==> config.mk <==
export PLATFORM = sky130hd
export DESIGN_NAME = led7_scan_ctrl
export DESIGN_NICKNAME = d
export VERILOG_FILES = /design/src/rtl/led7_scan_ctrl.sv
export SDC_FILE = /design/constraint.sdc
export NUM_CORES = 1
export LEC_CHECK = 0
export BUFFER_PORTS_ARGS = -buffer_cell sky130_fd_sc_hd__buf_4
export CAP_MARGIN = 10
export CORE_MARGIN = 2
export CORE_UTILIZATION = 53
export CTS_CLUSTER_DIAMETER = 100
export DETAILED_ROUTE_END_ITERATION = 8
export GPL_TIMING_DRIVEN = 1
export PLACE_DENSITY = 0.83
export RECOVER_POWER = 50
export SLEW_MARGIN = 20
export SYNTH_ARGS = -nofsm -noshare
export SYNTH_HDL_FRONTEND = slang
export SYNTH_SLANG_ARGS = --single-unit
==> constraint.sdc <==
create_clock -name clk -period 2.8 [get_ports clk]
set_input_delay 0.42 -clock clk [delete_from_list [all_inputs] [get_ports clk]]
set_output_delay 0.42 -clock clk [all_outputs]
set_load 0.02 [all_outputs]
==> src/rtl/led7_scan_ctrl.sv <==
// led7_anode9: BCD to active-low {a..g} segment decoder; values A..F are dark.
// Latency: purely combinational, zero cycles.
// Backpressure: none; output follows input continuously.
module led7_anode9 (
  input  logic [3:0] bcd,
  output logic [6:0] seg
);

  always_comb begin
    seg = 7'b1111111;
    case (bcd)
      4'd0:    seg = 7'b0000001;
      4'd1:    seg = 7'b1001111;
      4'd2:    seg = 7'b0010010;
      4'd3:    seg = 7'b0000110;
      4'd4:    seg = 7'b1001100;
      4'd5:    seg = 7'b0100100;
      4'd6:    seg = 7'b0100000;
      4'd7:    seg = 7'b0001111;
      4'd8:    seg = 7'b0000000;
      4'd9:    seg = 7'b0000100;
      default: seg = 7'b1111111;
    endcase
  end

endmodule

// led7_scan_ctrl: multiplexed scan of NUM_DIGITS BCD digits through one shared decoder, with per-slot dead time.
// Latency: an/seg are registered; a loaded value first appears in the frame after the next frame boundary.
// Backpressure: none; load is always accepted and the last load before a frame end wins. LED7_LZB_EN: leading-zero blanking.
module led7_scan_ctrl #(
  parameter int NUM_DIGITS = 4,
  parameter int SLOT_CYC   = 50000,
  parameter int BLANK_CYC  = 16
) (
  input  logic                    clk,
  input  logic                    rst_n,
  input  logic                    load,
  input  logic [4*NUM_DIGITS-1:0] din,
  output logic                    pending,
  output logic                    frame_tick,
  output logic [NUM_DIGITS-1:0]   an,
  output logic [6:0]              seg
);

  localparam int CW = (SLOT_CYC > 1) ? $clog2(SLOT_CYC) : 1;
  localparam int IW = $clog2(NUM_DIGITS);
  localparam logic [CW-1:0] BLANK_LAST = CW'(BLANK_CYC - 1);
  localparam logic [CW-1:0] SLOT_LAST  = CW'(SLOT_CYC - 1);
  localparam logic [IW-1:0] IDX_LAST   = IW'(NUM_DIGITS - 1);

  typedef enum logic [0:0] {
    ST_BLANK = 1'b0,
    ST_ON    = 1'b1
  } state_t;

  state_t                     state, state_nxt;
  logic [CW-1:0]              cnt, cnt_nxt;
  logic [IW-1:0]              idx, idx_nxt;
  logic [NUM_DIGITS-1:0][3:0] active;
  logic [NUM_DIGITS-1:0][3:0] shadow;
  logic                       frame_end;
  logic [NUM_DIGITS-1:0]      lz_blank;
  logic [3:0]                 dec_bcd;
  logic [6:0]                 dec_seg;
  logic [NUM_DIGITS-1:0]      an_d;
  logic [6:0]                 seg_d;

  // Slot counter runs across the whole slot; blank occupies its first BLANK_CYC counts.
  always_comb begin
    state_nxt = state;
    cnt_nxt   = cnt + CW'(1);
    idx_nxt   = idx;
    frame_end = 1'b0;
    case (state)
      ST_BLANK: begin
        if (cnt == BLANK_LAST) begin
          state_nxt = ST_ON;
        end
      end
      ST_ON: begin
        if (cnt == SLOT_LAST) begin
          state_nxt = ST_BLANK;
          cnt_nxt   = '0;
          if (idx == IDX_LAST) begin
            idx_nxt   = '0;
            frame_end = 1'b1;
          end else begin
            idx_nxt = idx + IW'(1);
          end
        end
      end
      default: begin
        state_nxt = ST_BLANK;
        cnt_nxt   = '0;
        idx_nxt   = '0;
      end
    endcase
  end

`ifdef LED7_LZB_EN
  // A zero is blanked only while every digit above it is also zero.
  always_comb begin
    logic zeros_above;
    zeros_above = 1'b1;
    lz_blank    = '0;
    for (int k = NUM_DIGITS - 1; k >= 1; k--) begin
      zeros_above = zeros_above & (active[k] == 4'd0);
      lz_blank[k] = zeros_above;
    end
  end
`else
  assign lz_blank = '0;
`endif

  assign dec_bcd = lz_blank[idx_nxt] ? 4'hF : active[idx_nxt];

  led7_anode9 u_dec (
    .bcd (dec_bcd),
    .seg (dec_seg)
  );

  // Output registers load the values of the state being entered.
  always_comb begin
    an_d  = '1;
    seg_d = 7'b1111111;
    if (state_nxt == ST_ON) begin
      an_d  = ~(NUM_DIGITS'(1) << idx_nxt);
      seg_d = dec_seg;
    end
  end

  assign frame_tick = frame_end;

  always_ff @(posedge clk or negedge rst_n) begin
    if (!rst_n) begin
      state   <= ST_BLANK;
      cnt     <= '0;
      idx     <= '0;
      active  <= '1;
      shadow  <= '1;
      pending <= 1'b0;
      an      <= '1;
      seg     <= 7'b1111111;
    end else begin
      state <= state_nxt;
      cnt   <= cnt_nxt;
      idx   <= idx_nxt;
      an    <= an_d;
      seg   <= seg_d;
      if (frame_end && pending) begin
        active <= shadow;
      end
      // A load on the frame-end cycle keeps pending set for the next frame.
      if (load) begin
        shadow  <= din;
        pending <= 1'b1;
      end else if (frame_end) begin
        pending <= 1'b0;
      end
    end
  end

endmodule

==> results by stage <==
Setup path:
- Of all nets on the critical path, the largest fanout is 6.
- STA classifies the critical path startpoint as a flip-flop.
- In this run the worst setup path begins at cnt[15]$_DFF_PN0_.
- The data required time at the worst endpoint is approximately 3 ns.
- The critical setup path kind is flip-flop to flip-flop.
- STA classifies the critical path endpoint as a flip-flop.
- Counting cells, the worst reg-to-reg path comes to 11.
- For the worst setup path, the data arrival time is just under 3 ns.
- The critical register-to-register path startpoint is cnt[15]$_DFF_PN0_.

GRT:
- The largest net degree at the start of global routing is 64.
- The number of antenna violations at the first check in global routing is 0.
- The number of global-route vias before repair is around 2200.
- The aggregate global routing overflow is 0.
- The first global-routing pass estimated about 10 mm of wire.
- The combined global-route utilization of all metal layers is between 20% and 30%.

Power and ir drop:
- Power spread over the standard cell area amounts to about 500 nW/um^2.
- The largest vdd supply drop is roughly 0.41 mV.
- For this design the static power due to leakage is about 1.7 nW.

Hold path:
- The type of the most critical hold path is input port to flip-flop.
- The worst hold path was traced through 2 stages.
- The startpoint identified for the worst hold timing path is din[7].

Synthesis:
- Summing every instance area after synthesis gives 3100 um^2.
- Yosys printed 0 warnings.
- In the synthesized netlist, the number of instances is ~280.
- The mean instance size in the synthesized netlist is around 11 um^2.
- Synthesis produced a netlist with a net count of ~300.
- The number of enable-type register cells in the synthesized netlist is 0.
- The share of async-settable or async-resettable flops after synthesis is 100%.
- The register bit count reported by yosys is between 60 and 70.
- The netlist uses 38 different library cells.
- The most used flip-flop cell after synthesis is sky130_fd_sc_hd__dfstp_2.
- For this run, the register share of the synthesized area comes to 52.6%.

STA:
- The number of hold violations in the final report is 0.
- Static timing analysis puts the maximum clock frequency at approximately 370 MHz.
- Setup repair after global routing left no endpoint under its margin.
- The setup skew after layout is 0.00747 ns.
- At the pin with the least slew margin, the transition time is around 1.4 ns.
- The number of slew-limit violations in the final report came to 0.
- The normalized max-slew margin is under 10%.
- The number of failing setup endpoints in the final timing report is 0.
- For the finished layout, the period the worst path requires is 2.70 ns.
- In the finished design, the share of the clock period the worst path needs comes to between 90% and 100%.
- The smallest hold slack is 0.311 ns.
- For the final routed database, the setup TNS stands at 0 ns.

Drt:
- After detailed routing, the number of remaining DRC violations is 0.
- The routed layout has 2176 vias.
- The routed design has about 5.7 mm of wire.
- The count of TritonRoute iterations in the first routing pass is 4.
- The post-detailed-route via-to-cell ratio is ~5.4.
- The detail route stage leaves a number of antenna-violating nets equal to 0.
- The routed length per instance is 14.2 um.
- In this run, the number of DRC markers left after iteration 0 of detailed routing was 93.

Cells and area:
- In the final layout, the multi-input gates occupy between 1000 and 1500 um^2.
- In the layout the commonest cells are sky130_fd_sc_hd__buf_4, sky130_fd_sc_hd__dfstp_2, sky130_fd_sc_hd__mux2_2.
- The area growth from synthesis to layout is 21.6%.
- The final-layout fill cell count is 440.
- Cells with a size suffix above 1 make up approximately 47% of the layout.
- After the last flow step, the layout net total stands at between 300 and 400.
- The most frequent standard cell in the layout excluding fill and tap cells is sky130_fd_sc_hd__buf_4.
- The count of inserted antenna diode cells is 0.
- The register area is 1630 um^2.

Floorplan:
- The number of top-level design ports is 32.
- The die covers 6480 um^2.
- In this run the vertical extent of the chip is between 80 and 90 um.
- The die span in x is between 80 and 90 um.
- The placeable core area is between 5000 and 6000 um^2.
- The floorplan has 27 rows.
- Once the floorplan was initialized, standard cells occupied a little under three fifths of the core.

CTS:
- The sink count of the clock tree is between 60 and 70.
- CTS placed an instance of sky130_fd_sc_hd__clkbuf_8 at the clock tree root.
- The H-tree was split into 3 levels.
- After clock tree synthesis, the clock-pin slew on the worst setup and hold paths is ~0.07 ns.
- At the later pin of the worst-skew pair, clock insertion delay measures approximately 0.34 ns.
- The longest clock path from root to sink contains 2 buffers.
- The TritonCTS clock tree is built.
- Counting the buffers created by CTS gives 9.
- The number of buffers added to fix hold violations after cts is 0.

Place:
- The half-perimeter wire length of the detailed placement result is between 3 and 4 mm.
- At the end of routability-driven placement, the weighted congestion stood at just over 0.8.
- The count of buffers added on input and output ports is 31.

Job:
- The total of max-cap violations is 0.

Run status:
- The flow ran to the end, and the final reports show no timing, DRC or antenna violations.
-- metrics by stage --
step / power, mW / area, um^2 / utilization (%) / cells / setup slack (ns)
6_report: 1.84 / 3770 / 67.7 / 406 / 0.0959
2_1_floorplan: 1.00 / 3100 / - / 276 / 0.0101
3_3_place_gp: 1.04 / 3530 / 63.3 / 389 / 0.0969
4_1_cts: 1.86 / 3750 / 67.3 / 404 / 0.00972
5_1_grt: 1.91 / 3770 / 67.7 / 406 / 0.00111
3_5_place_dp: 1.05 / 3530 / 63.3 / 389 / 0.00260
-- worst max-delay path, stage by stage, from the launching register on --
cell                      delay, ns
sky130_fd_sc_hd__dfrtp_1       0.39
sky130_fd_sc_hd__nand2_1       0.08
sky130_fd_sc_hd__or3_1         0.42
sky130_fd_sc_hd__or4_4         0.51
sky130_fd_sc_hd__and2_4        0.19
sky130_fd_sc_hd__buf_4         0.14
sky130_fd_sc_hd__mux2i_4       0.18
sky130_fd_sc_hd__buf_6         0.14
sky130_fd_sc_hd__ha_1          0.16
sky130_fd_sc_hd__inv_1         0.05
sky130_fd_sc_hd__mux2_4        0.26
sky130_fd_sc_hd__a21oi_2       0.13
-- path summary, 6_finish.rpt --
check / to / slack, ns
max: seg[0]$_DFF_PN1_ / 0.1
min in group asynchronous: cnt[12]$_DFF_PN0_ / 0.42
min reg2reg: cnt[2]$_DFF_PN0_ / 0.51
min: shadow[7]$_DFFE_PN1P_ / 0.31
max reg2reg: seg[0]$_DFF_PN1_ / 0.1
max in group asynchronous: cnt[12]$_DFF_PN0_ / 1.44
-- cell type report --
class                      instances  share of cell area (%)
clock inverter                     5                    1.46
inverter                           7                   0.697
multi-input combinational        195                    37.6
tap                               72                    2.39
timing repair buffer              54                    10.7
clock buffer                      10                    3.95
sequential                        63                    43.3
-- registers in the layout, summed over array words and instances (netlist names) --
| name | cells |
|---|---|
| active | 16 |
| an | 4 |
| cnt | 16 |
| idx | 2 |
| pending | 1 |
| seg | 7 |
| shadow | 16 |
| state | 1 |
-- where the power goes --
| part | switching (mW) | total (mW) | leakage [nW] | internal, mW |
|---|---|---|---|---|
| registers | 0.0115 | 0.964 | 0.700 | 0.953 |
| clock network | 0.349 | 0.808 | 0.108 | 0.459 |
| logic | 0.0287 | 0.0643 | 0.848 | 0.0356 |
| total | 0.389 | 1.84 | 1.66 | 1.45 |
-- cell usage after synthesis, types with 2 or more instances --
library cell / number / area, um^2
sky130_fd_sc_hd__dfstp_2: 43 / 1130
sky130_fd_sc_hd__mux2_2: 33 / 372
sky130_fd_sc_hd__nand2_1: 30 / 113
sky130_fd_sc_hd__nor2_1: 22 / 82.6
sky130_fd_sc_hd__dfrtp_1: 20 / 500
sky130_fd_sc_hd__nand2b_1: 17 / 106
sky130_fd_sc_hd__nand3_1: 11 / 55.1
sky130_fd_sc_hd__a211oi_1: 9 / 67.6
sky130_fd_sc_hd__clkbuf_1: 9 / 33.8
sky130_fd_sc_hd__a22oi_1: 8 / 60.1
sky130_fd_sc_hd__and3_1: 7 / 43.8
sky130_fd_sc_hd__ha_1: 7 / 87.6
sky130_fd_sc_hd__inv_1: 7 / 26.3
sky130_fd_sc_hd__xor2_1: 7 / 61.3
sky130_fd_sc_hd__o21ai_0: 6 / 30.0
sky130_fd_sc_hd__xnor2_1: 6 / 52.6
sky130_fd_sc_hd__nor3_1: 5 / 25.0
sky130_fd_sc_hd__a31oi_1: 4 / 25.0
sky130_fd_sc_hd__a21oi_1: 2 / 10.0
sky130_fd_sc_hd__mux2_4: 2 / 30.0
sky130_fd_sc_hd__mux2i_1: 2 / 20.0
sky130_fd_sc_hd__nand4_1: 2 / 12.5
sky130_fd_sc_hd__nor2b_1: 2 / 12.5
-- per-layer routing --
layer	wire (um)	GRT usage (%)	vias up
met3	260	6.52	8
met4	91	9.15	0
met5	0	0	-
li1	-	-	1064
met2	2890	33.3	48
met1	2510	24.8	1056
-- cell families after synthesis --
kind of cell,count (synthesis),synth area share [%]
AO/OA/AOI/OAI,33,7.18
XOR/XNOR,13,3.67
adder cells (fa/ha/maj),7,2.82
buffers and inverters,18,2.46
flip-flops,63,52.6
multiplexers,39,14.8
AND/OR/NAND/NOR,103,16.5
-- timing repair --
item                                    CTS  global route
endpoints found under the setup margin    1             7
resized for setup                         2             6
pin swaps                                 0             4
buffers inserted                          0             2
Note: power is estimated with default switching activity, not from simulation.
